==> config.mk <==
export PLATFORM = sky130hd
export DESIGN_NAME = ks10_mem_responder
export DESIGN_NICKNAME = d
export VERILOG_FILES = /design/src/rtl/ks10_mem_responder.sv
export SDC_FILE = /design/constraint.sdc
export NUM_CORES = 1
export LEC_CHECK = 0
export CAP_MARGIN = 20
export CORE_MARGIN = 5
export CORE_UTILIZATION = 51
export CTS_CLUSTER_SIZE = 25
export DETAILED_ROUTE_END_ITERATION = 16
export GPL_ROUTABILITY_DRIVEN = 0
export PLACE_DENSITY_LB_ADDON = 0.15
export SETUP_SLACK_MARGIN = 0.15
export SYNTH_ARGS = -nofsm -noshare
export SYNTH_HDL_FRONTEND = slang
export SYNTH_SLANG_ARGS = --single-unit
==> constraint.sdc <==
create_clock -name clk -period 6.4 [get_ports clk]
set_clock_uncertainty 0.1 [all_clocks]
set_input_delay 1.28 -clock clk [delete_from_list [all_inputs] [get_ports clk]]
set_output_delay 1.28 -clock clk [all_outputs]
set_load 0.01 [all_outputs]
==> src/rtl/ks10_mem_responder.sv <==
// KS10 backplane memory responder: serves READ/WRITE/RPW requests against a
// single-port word memory with programmable wait states and a one-cycle ack.
module ks10_mem_responder #(
  parameter int unsigned ADDRW    = 19,
  parameter int unsigned MEMWORDS = 262144,
  parameter int unsigned WAITS    = 2
) (
  input  logic             clk,
  input  logic             rst,
  input  logic             busREQI,
  input  logic [0:35]      busADDRI,
  input  logic [0:35]      busDATAI,
  output logic             busACKO,
  output logic [0:35]      busDATAO,
  output logic [ADDRW-1:0] memADDR,
  output logic [0:35]      memDIN,
  output logic             memWE,
  input  logic [0:35]      memDOUT
);

  typedef enum logic [2:0] {StIdle, StAccess, StAck, StDone, StLock} state_e;
  typedef enum logic [1:0] {CycRead, CycWrite, CycRpw} cyc_e;

  state_e      state_q, state_d;
  cyc_e        cyc_q, cyc_d;
  logic [21:0] addr_q, addr_d;
  logic [0:35] data_q, data_d;
  logic [3:0]  count_q, count_d;
  logic        lock_q, lock_d;
  logic [21:0] lock_addr_q, lock_addr_d;
  logic        ack_q, ack_d;
  logic [0:35] dout_q, dout_d;
  logic        we_q, we_d;
  logic [0:35] din_q, din_d;

  logic        req_rd, req_wr, req_io, in_range, req_valid, lock_hit;
  logic [21:0] req_addr;

  assign req_rd    = busADDRI[3];
  assign req_wr    = busADDRI[5];
  assign req_io    = busADDRI[10];
  assign req_addr  = busADDRI[14:35];
  assign in_range  = 32'(req_addr) < MEMWORDS;
  assign req_valid = busREQI & ~req_io & (req_rd | req_wr) & in_range;
  // Only a plain write back to the locked word may complete an RPW sequence.
  assign lock_hit  = req_valid & req_wr & ~req_rd & (req_addr == lock_addr_q);

  assign busACKO  = ack_q;
  assign busDATAO = dout_q;
  assign memADDR  = addr_q[ADDRW-1:0];
  assign memDIN   = din_q;
  assign memWE    = we_q;

  always_comb begin
    state_d     = state_q;
    cyc_d       = cyc_q;
    addr_d      = addr_q;
    data_d      = data_q;
    count_d     = count_q;
    lock_d      = lock_q;
    lock_addr_d = lock_addr_q;
    dout_d      = dout_q;
    din_d       = din_q;
    ack_d       = 1'b0;
    we_d        = 1'b0;

    unique case (state_q)
      StIdle, StLock: begin
        if ((state_q == StIdle) ? req_valid : lock_hit) begin
          addr_d  = req_addr;
          data_d  = busDATAI;
          cyc_d   = (req_rd && req_wr) ? CycRpw : (req_wr ? CycWrite : CycRead);
          count_d = 4'(WAITS);
          state_d = StAccess;
        end
      end
      StAccess: begin
        if (count_q != 4'd0) begin
          count_d = count_q - 4'd1;
        end else begin
          if (cyc_q == CycWrite) begin
            we_d  = 1'b1;
            din_d = data_q;
          end else begin
            dout_d = memDOUT;
          end
          state_d = StAck;
        end
      end
      StAck: begin
        ack_d  = 1'b1;
        lock_d = (cyc_q == CycRpw);
        if (cyc_q == CycRpw) lock_addr_d = addr_q;
        state_d = StDone;
      end
      StDone: begin
        // Hold here until the initiator drops its request so it is served once.
        if (!busREQI) state_d = lock_q ? StLock : StIdle;
      end
      default: state_d = StIdle;
    endcase
  end

  always_ff @(posedge clk or posedge rst) begin
    if (rst) begin
      state_q     <= StIdle;
      cyc_q       <= CycRead;
      addr_q      <= '0;
      data_q      <= '0;
      count_q     <= '0;
      lock_q      <= 1'b0;
      lock_addr_q <= '0;
      ack_q       <= 1'b0;
      dout_q      <= '0;
      we_q        <= 1'b0;
      din_q       <= '0;
    end else begin
      state_q     <= state_d;
      cyc_q       <= cyc_d;
      addr_q      <= addr_d;
      data_q      <= data_d;
      count_q     <= count_d;
      lock_q      <= lock_d;
      lock_addr_q <= lock_addr_d;
      ack_q       <= ack_d;
      dout_q      <= dout_d;
      we_q        <= we_d;
      din_q       <= din_d;
    end
  end

endmodule

==> summary by stage, run 1 <==
Status
The flow ran to the end, and the final reports show no timing, DRC or antenna violations.

Floorplanning
The die is 140 microns wide. The initial core utilization is 52.1%. The number of rows in the core area is 47. The floorplan die height is 140 microns.

The total core area is 16600 sq um. The I/O pin count is 204. The full die area is 19700 sq um.

Synth
The synthesized instance count is 908. The warning count from the yosys run is 0. The net count of the mapped netlist is 1021. Counting flops with an async set or reset pin after synthesis yields a share of 100%.

The most used flip-flop cell after synthesis is sky130_fd_sc_hd__dfrtp_1. The synthesized netlist contains 41 unique library cells. Sequential elements use 47.3% of the synthesized area.

The netlist area before placement is 8670 sq um. The average instance in the mapped netlist occupies 9.55 sq um. The synthesized design spends more area on one cell type than any other, namely sky130_fd_sc_hd__dfrtp_1. The synthesis-stage register bit count is 164.

After synthesis, the largest area contributor takes up 47.3% of total cell area. In the post-synthesis netlist, the biggest area contributors are sky130_fd_sc_hd__dfrtp_1 (47%), sky130_fd_sc_hd__mux2_2 (7.8%), sky130_fd_sc_hd__nand2_1 (7.6%). In this run, synthesis inferred 0 flip-flops with an integrated enable.

Setup path
By startpoint and endpoint, the worst setup path is classified as in -> reg. The startpoint identified for the worst register-to-register timing path is lock_addr_q[18]. Data arrives at the worst endpoint at 3820 ps. The largest fanout on the critical path is 34. The sort of element at the end of the critical path is a flop.

In this run the worst setup path begins at busADDRI[17]. The startpoint type of the worst setup path is an input pin. The worst register-to-register path has a depth of 5. The register-to-register path setup slack is 3680 ps. The data required time at the worst endpoint is 6610 ps. The reg-to-reg endpoint is state_q[2].

Placed design
The number of input and output port buffers inserted is 192. The post-DP HPWL is 13100 microns. The pre-CTS setup slack is 2330 ps.

Clock tree
In this run, post-CTS repair resized a total of 0 instances. In this run the post-CTS setup repair buffer count came out at 0. Clock latency on the worst-skew pair, taken at its later pin, is 430 ps.

The number of clock sinks is 164. The count of hold-fix buffers inserted at cts is 0. The root buffer cell is sky130_fd_sc_hd__clkbuf_16.

The deepest level of the CTS H-tree is 4. The total CTS buffers is 17. TritonCTS built the clock tree. Clock-pin slew was measured on the worst setup and hold paths at 60 ps. The maximum buffer depth of the clock tree is 2.

Flow run
Max-cap violations in this run came to 0.

Pwr
The cell leakage power is 4.71 nW. The internal power is 0.00320 W. The power density normalized to cell area is 413 nW/um^2. Net switching is 30.6% of the power. The reported net switching power is 0.00141 W. The share of total power dissipated in the clock network is 23.9%. The sequential share of power is 40.6%.

The logic gate share of total power is 35.5%. Across the VDD grid, the largest voltage drop is 224 uV.

Finish
In the layout the commonest cells are sky130_fd_sc_hd__clkdlybuf4s50_1 (192), sky130_fd_sc_hd__nand2_1 (176), sky130_fd_sc_hd__dfrtp_1 (163). From synthesis to final layout, the design area changed by 28.8%. In the final design database the tool counted 1147 nets. The share of final-layout standard cells stronger than drive strength 1 is 11.0%.

The diode insertion count for antenna repair is 0. The library cell used most frequently in the layout, excluding fill and tap cells, is sky130_fd_sc_hd__clkdlybuf4s50_1.

Routing
In this run the remaining antenna-violating nets after routing total 0. Before antenna repair, the detailed router went through 5 iterations. The detailed-route wire length is 21300 microns.

The starting DRC count in detailed routing is 477. Using the TritonRoute via totals, the vias-per-cell ratio works out to 5.71. The wire length per cell after detailed routing is 16.8 microns.

Detailed routing inserted a total of 7216 vias. For this run, design rule violations remaining after detail routing come to 0.

Worst hold path
The startpoint of the lowest-slack hold path is memDIN[32]. The worst hold path was traced through 2 stages. The hold path endpoint is memDIN[32]. The path class of the tightest hold or removal check is reg -> reg.

Global routing
The first global-routing pass estimated 35400 microns of wire. Entering global routing, the biggest net connects 174 pins. For this run the aggregate overflow at the end of global routing stands at 0. The via count of the first global-routing pass is 6829. The initial antenna violation count is 1. The aggregate global-route resource usage is 21.7%.

Timing
The final-report max-slew violation count is 0. The number of endpoints with negative hold slack in the final report came to 0. The maximum operating frequency is 276 MHz.

The worst path in the final design needs a cycle of 3620 ps, including I/O delays and setup. Of the available clock period, the critical path in the final layout requires 56.5%. Setup violations remaining at the end of the flow were counted as 0. The worst slew slack as a fraction of its limit is 29.8%. At the pin with the least slew margin, the transition time is 1050 ps.

Setup repair after global routing left no endpoint under its margin. The final critical-path setup slack is 2780 ps. In the final timing run, aggregate negative setup slack is 0 ps.
power groups by stage:
stage | Sequential [W] | Combinational (W) | Clock, W
after CTS | 0.00187 | 0.00166 | 0.00112
after floorplan | 0.00192 | 0.000823 | 0
after detailed placement | 0.00188 | 0.00165 | 0
after global routing | 0.00195 | 0.00180 | 0.00116
final | 0.00187 | 0.00164 | 0.00110
after global placement | 0.00186 | 0.00162 | 0
worst max-delay path, cell delays in order:
cell                              delay, ps
sky130_fd_sc_hd__clkdlybuf4s50_1        430
sky130_fd_sc_hd__xor2_1                 180
sky130_fd_sc_hd__nor4_2                 370
sky130_fd_sc_hd__and4_2                 810
sky130_fd_sc_hd__nand2_1                370
sky130_fd_sc_hd__o31a_1                 370
state kept, by name, summed over array words and instances, names as in the netlist:
register / flops
memDIN: 36
state_q: 3
lock_q: 1
cyc_q: 2
addr_q: 22
count_q: 4
memWE: 1
data_q: 36
busACKO: 1
busDATAO: 36
lock_addr_q: 22
per-layer routing:
metal	vias up	wire [microns]	global-route usage, %
met5	-	13	0
met4	2	278	6.17
met3	25	1400	5.28
met2	248	9740	32.9
met1	3491	9840	31.2
li1	3450	-	-
Yosys cell counts, types with 2 or more instances:
library cell               count
sky130_fd_sc_hd__nor3_1       56
sky130_fd_sc_hd__inv_1        59
sky130_fd_sc_hd__buf_6         4
sky130_fd_sc_hd__buf_4        19
sky130_fd_sc_hd__a31o_2        5
sky130_fd_sc_hd__and2_1       56
sky130_fd_sc_hd__or4_1        55
sky130_fd_sc_hd__nand3_1       2
sky130_fd_sc_hd__nand4_1       3
sky130_fd_sc_hd__xnor2_1       8
sky130_fd_sc_hd__nor2_1        6
sky130_fd_sc_hd__nor4_2        3
sky130_fd_sc_hd__buf_2         8
sky130_fd_sc_hd__a21oi_1       3
sky130_fd_sc_hd__and2_0        2
sky130_fd_sc_hd__nor3b_2       2
sky130_fd_sc_hd__nand2b_1      4
sky130_fd_sc_hd__o22ai_1       2
sky130_fd_sc_hd__a221oi_1     54
sky130_fd_sc_hd__o21ai_0       4
sky130_fd_sc_hd__nand3b_1      4
sky130_fd_sc_hd__dfrtp_1     164
sky130_fd_sc_hd__clkbuf_1     62
sky130_fd_sc_hd__nand2_1     176
sky130_fd_sc_hd__ha_1          2
sky130_fd_sc_hd__xor2_1       14
sky130_fd_sc_hd__o211ai_1     58
sky130_fd_sc_hd__mux2_2       60
metrics by stage:
step | instances | hold slack, ps | area [sq um] | power (W) | utilization [%]
6_report | 1264 | 371 | 11200 | 0.00461 | 67.1
2_1_floorplan | 908 | 372 | 8670 | 0.00275 | -
4_1_cts | 1263 | 377 | 11100 | 0.00465 | 66.9
3_3_place_gp | 1234 | 358 | 10500 | 0.00348 | 63.2
5_1_grt | 1264 | 402 | 11200 | 0.00491 | 67.1
3_5_place_dp | 1234 | 361 | 10500 | 0.00354 | 63.2
area by class of cell:
class / instances / area (sq um)
multi-input combinational: 590 / 3910
timing repair buffer: 201 / 2020
tap: 220 / 275
clock buffer: 20 / 447
inverter: 60 / 230
fill: 1352 / 5470
clock inverter: 9 / 180
sequential: 164 / 4110
how the worst max path moves through the flow:
stage          slack (ps)  depth (start not counted)         end
2_1_floorplan         590                          1   addr_q[0]
4_1_cts              2750                          6  state_q[2]
3_5_place_dp         2330                          6  state_q[2]
6_report             2780                          6  state_q[2]
3_3_place_gp         2290                          6  state_q[2]
5_1_grt              2630                          6  state_q[2]
cell families (layout without fill, tap and decap cells):
family                     Yosys count  count (layout)  synth area share (%)
adders and majority gates            2               2                 0.288
AOI/OAI and AO/OA                  132             132                  12.2
buffers and inverters              154             290                  7.95
xor gates and xnor gates            22              22                  2.22
and+or+nand+nor                    374             374                  22.3
DFF                                164             164                  47.3
muxes                               60              60                  7.79
Power figures use the tool's default switching activity.
==> inputs of run 2 (changes only) <==
--- a/config.mk
+++ b/config.mk
@@ -7,7 +7,7 @@
 export LEC_CHECK = 0
 export CAP_MARGIN = 20
 export CORE_MARGIN = 5
-export CORE_UTILIZATION = 51
+export CORE_UTILIZATION = 46
 export CTS_CLUSTER_SIZE = 25
 export DETAILED_ROUTE_END_ITERATION = 16
 export GPL_ROUTABILITY_DRIVEN = 0
==> constraint.sdc (replaced) <==
create_clock -name clk -period 3.1 [get_ports clk]
set_clock_uncertainty 0.1 [all_clocks]
set_input_delay 0.62 -clock clk [delete_from_list [all_inputs] [get_ports clk]]
set_output_delay 0.62 -clock clk [all_outputs]
set_load 0.01 [all_outputs]
==> run 2 against run 1 <==
  * Via count is 0.68% lower
  * Sequential power is 110% higher
  * Wire length up 0.11%
  * Clock power rose by 96%
  * Die area increased by 10%
==> summary by stage, run 2 (synthesis gave the netlist of run 1 again) <==
Timing
The setup TNS is 0 ps (unchanged). The post-layout minimum cycle time is 2500 ps. The number of failing setup endpoints in the final timing report is 0 (unchanged). The final critical-path setup slack was 596 ps (-2190 ps). The final-layout worst hold slack was 374 ps (+2.84 ps). The transition time at the pin with the least slew margin is 595 ps (-458 ps). The final cycle utilization of the critical path is 80.8%. The worst slew slack as a fraction of its limit is 60.3% (+31 points).

The number of endpoints with negative hold slack in the final report came to 0 (unchanged). The final-report max-slew violation count is 0 (unchanged). Setup repair after global routing left no endpoint under its margin. The maximum operating frequency is 399 MHz.

Pwr
The overall power consumption is 0.00939 W (+100%). The power density normalized to cell area is 832 nW/um^2 (+100%). The cell leakage power is 4.77 nW (+1.2%).

The highest ir drop seen on vdd is 404 uV (+80%).

Clock tree
The TritonCTS clock tree is done. The count of hold-fix buffers inserted at cts is 0 (unchanged). The root buffer cell is sky130_fd_sc_hd__clkbuf_16. The total CTS buffers is 17 (unchanged). The insertion delay of the later-clocked pin in the worst-skew pair is 420 ps (about the same).

The number of clock sinks came to 164 (unchanged). The deepest level of the CTS H-tree is 4 (unchanged). The post-cts gate resize count is 0 (unchanged).

The maximum buffer depth of the clock tree is 2 (unchanged). The total setup buffers inserted after CTS is 0 (unchanged). The clock slew at the register clock pins of the worst setup and hold paths came to 60 ps (about the same).

Routing
The starting DRC count in detailed routing is 408 (-14%). The detail-routed via count per cell is 5.55 (-2.8%). The wire length on met3 was 1140 microns (-18%). The number of iterations in the first detailed-routing pass is 4 (-1). The count of antenna-violating nets left after detailed routing is 0 (unchanged). The wire length the detailed router placed on met1 is 10200 microns (+4.0%). The post-route DRC violation count is 0 (unchanged). The total number of vias is 7167 (-0.68%). The detailed router used layers up to and including met5. The wire length on met2 is 9530 microns (-2.2%).

The detailed-route wire length is 21300 microns (+0.11%). The wire length per cell after detailed routing is 16.5 microns (-2.1%).

Setup path
The sort of element at the end of the critical path is a flop. The signal arrival time at the worst endpoint is 2740 ps (-1080 ps). The largest fanout on the critical path came to 22 (-35%). The worst setup path is launched from an input pin. The startpoint of the most critical register-to-register path is lock_addr_q[6]. The critical path's largest stage delay is 550 ps (-260 ps). The class of the most critical setup path is in -> reg. The data required time at the worst endpoint is 3340 ps (-3270 ps). The critical path goes through clkdlybuf4s50_1 -> xnor2_1 -> nand4_1 -> or2_4 -> buf_4 -> or4_1 -> o211ai_1. The critical path launch point is busADDRI[35]. The combined buffer and inverter count along the critical path is 2 (+1). The gate family responsible for the most delay along the worst path is simple AND/OR/NAND/NOR gates. The cell with the biggest individual delay on the critical path is sky130_fd_sc_hd__clkdlybuf4s50_1.

Finish
In the layout the commonest cells are sky130_fd_sc_hd__clkdlybuf4s50_1 (192), sky130_fd_sc_hd__nand2_1 (176), sky130_fd_sc_hd__dfrtp_1 (163). The cell area after layout is 11300 sq um (+1.1%). The area overhead of the layout relative to synthesis is 30.2%.

The share of final-layout standard cells stronger than drive strength 1 came to 12.2% (+1.2 points). The leading cell type in the layout, fill and taps excluded is sky130_fd_sc_hd__clkdlybuf4s50_1. The number of nets at the end of the flow is 1158 (+0.96%).

Global routing
The initial antenna violation count is 2 (+1). The wire length of the first global-routing pass came to 35300 microns (-0.25%). The sum of overflow across all layers after global routing came to 0 (unchanged). The pin count of the biggest net entering global routing is 118 (-32%). The via count of the first global-routing pass came to 6919 (+1.3%). The aggregate global-route resource usage is 19.7% (-2.1 points).

Worst hold path
The worst hold-check path type is reg -> reg. The startpoint identified for the worst hold timing path is memDIN[33].

Placed design
The post-DP HPWL is 13900 microns (+6.0%). The pre-CTS setup slack is 188 ps (-2140 ps). The number of input and output port buffers inserted is 192 (unchanged). The area of placed instances was 10700 sq um (+1.6%).

Floorplanning
The I/O pin count is 204 (unchanged). The number of rows in the core area is 50 (+6.4%). The total core area is 18600 sq um (+12%). The initial core utilization is 46.5% (-5.6 points). The die boundary width is 147 microns (+4.9%). The full die area was 21700 sq um (+10%).

The floorplan die height is 147 microns (+4.9%).

Status
The flow ran to the end, and the final reports show no timing, DRC or antenna violations.

Flow run
The max-cap violation count is 0 (unchanged).
run 2: worst paths after layout:
| path | slack [ps] | to | depth (start not counted) |
|---|---|---|---|
| max | 600 | data_q[2] | 7 |
| min | 370 | memDIN[33] | 2 |
| max reg2reg | 870 | data_q[2] | 6 |
| min reg2reg | 370 | memDIN[33] | 2 |
| max in group asynchronous | 1850 | memDIN[0] | 3 |
| min in group asynchronous | 570 | busDATAO[10] | 3 |
run 2: area by class of cell:
| cell class | count | area (sq um) |
|---|---|---|
| fill | 1591 | 7350 |
| sequential | 164 | 4110 |
| multi-input combinational | 590 | 3910 |
| timing repair buffer | 212 | 2150 |
| clock buffer | 22 | 484 |
| tap | 234 | 293 |
| inverter | 60 | 229 |
| clock inverter | 9 | 120 |
| antenna | 1 | 2.50 |
run 2: routing by layer:
layer / up-vias / global-route usage [%]
li1: 3465 / -
met1: 3467 / 27.5
met2: 199 / 30.4
met3: 34 / 4.75
met4: 2 / 6.29
met5: - / 0
run 2: power by group:
| part | total [W] | switching [W] | internal (W) |
|---|---|---|---|
| combinational | 0.00338 | 0.00133 | 0.00205 |
| sequential | 0.00385 | 0.000728 | 0.00313 |
| clock | 0.00216 | 0.000880 | 0.00128 |
| total | 0.00939 | 0.00294 | 0.00645 |
run 2: worst register-to-register path, stage by stage, from the launching register on:
cell and delay, ps:
sky130_fd_sc_hd__dfrtp_1 380, sky130_fd_sc_hd__xnor2_1 230, sky130_fd_sc_hd__nand4_1 170, sky130_fd_sc_hd__or2_4 380, sky130_fd_sc_hd__buf_4 240, sky130_fd_sc_hd__or4_1 530
sky130_fd_sc_hd__o211ai_1 110
run 2: through the flow:
step / util [%] / instances
3_3_place_gp: 57.3 / 1260
6_report: 60.6 / 1292
2_1_floorplan: - / 908
5_1_grt: 60.6 / 1292
3_5_place_dp: 57.3 / 1260
4_1_cts: 60.6 / 1291
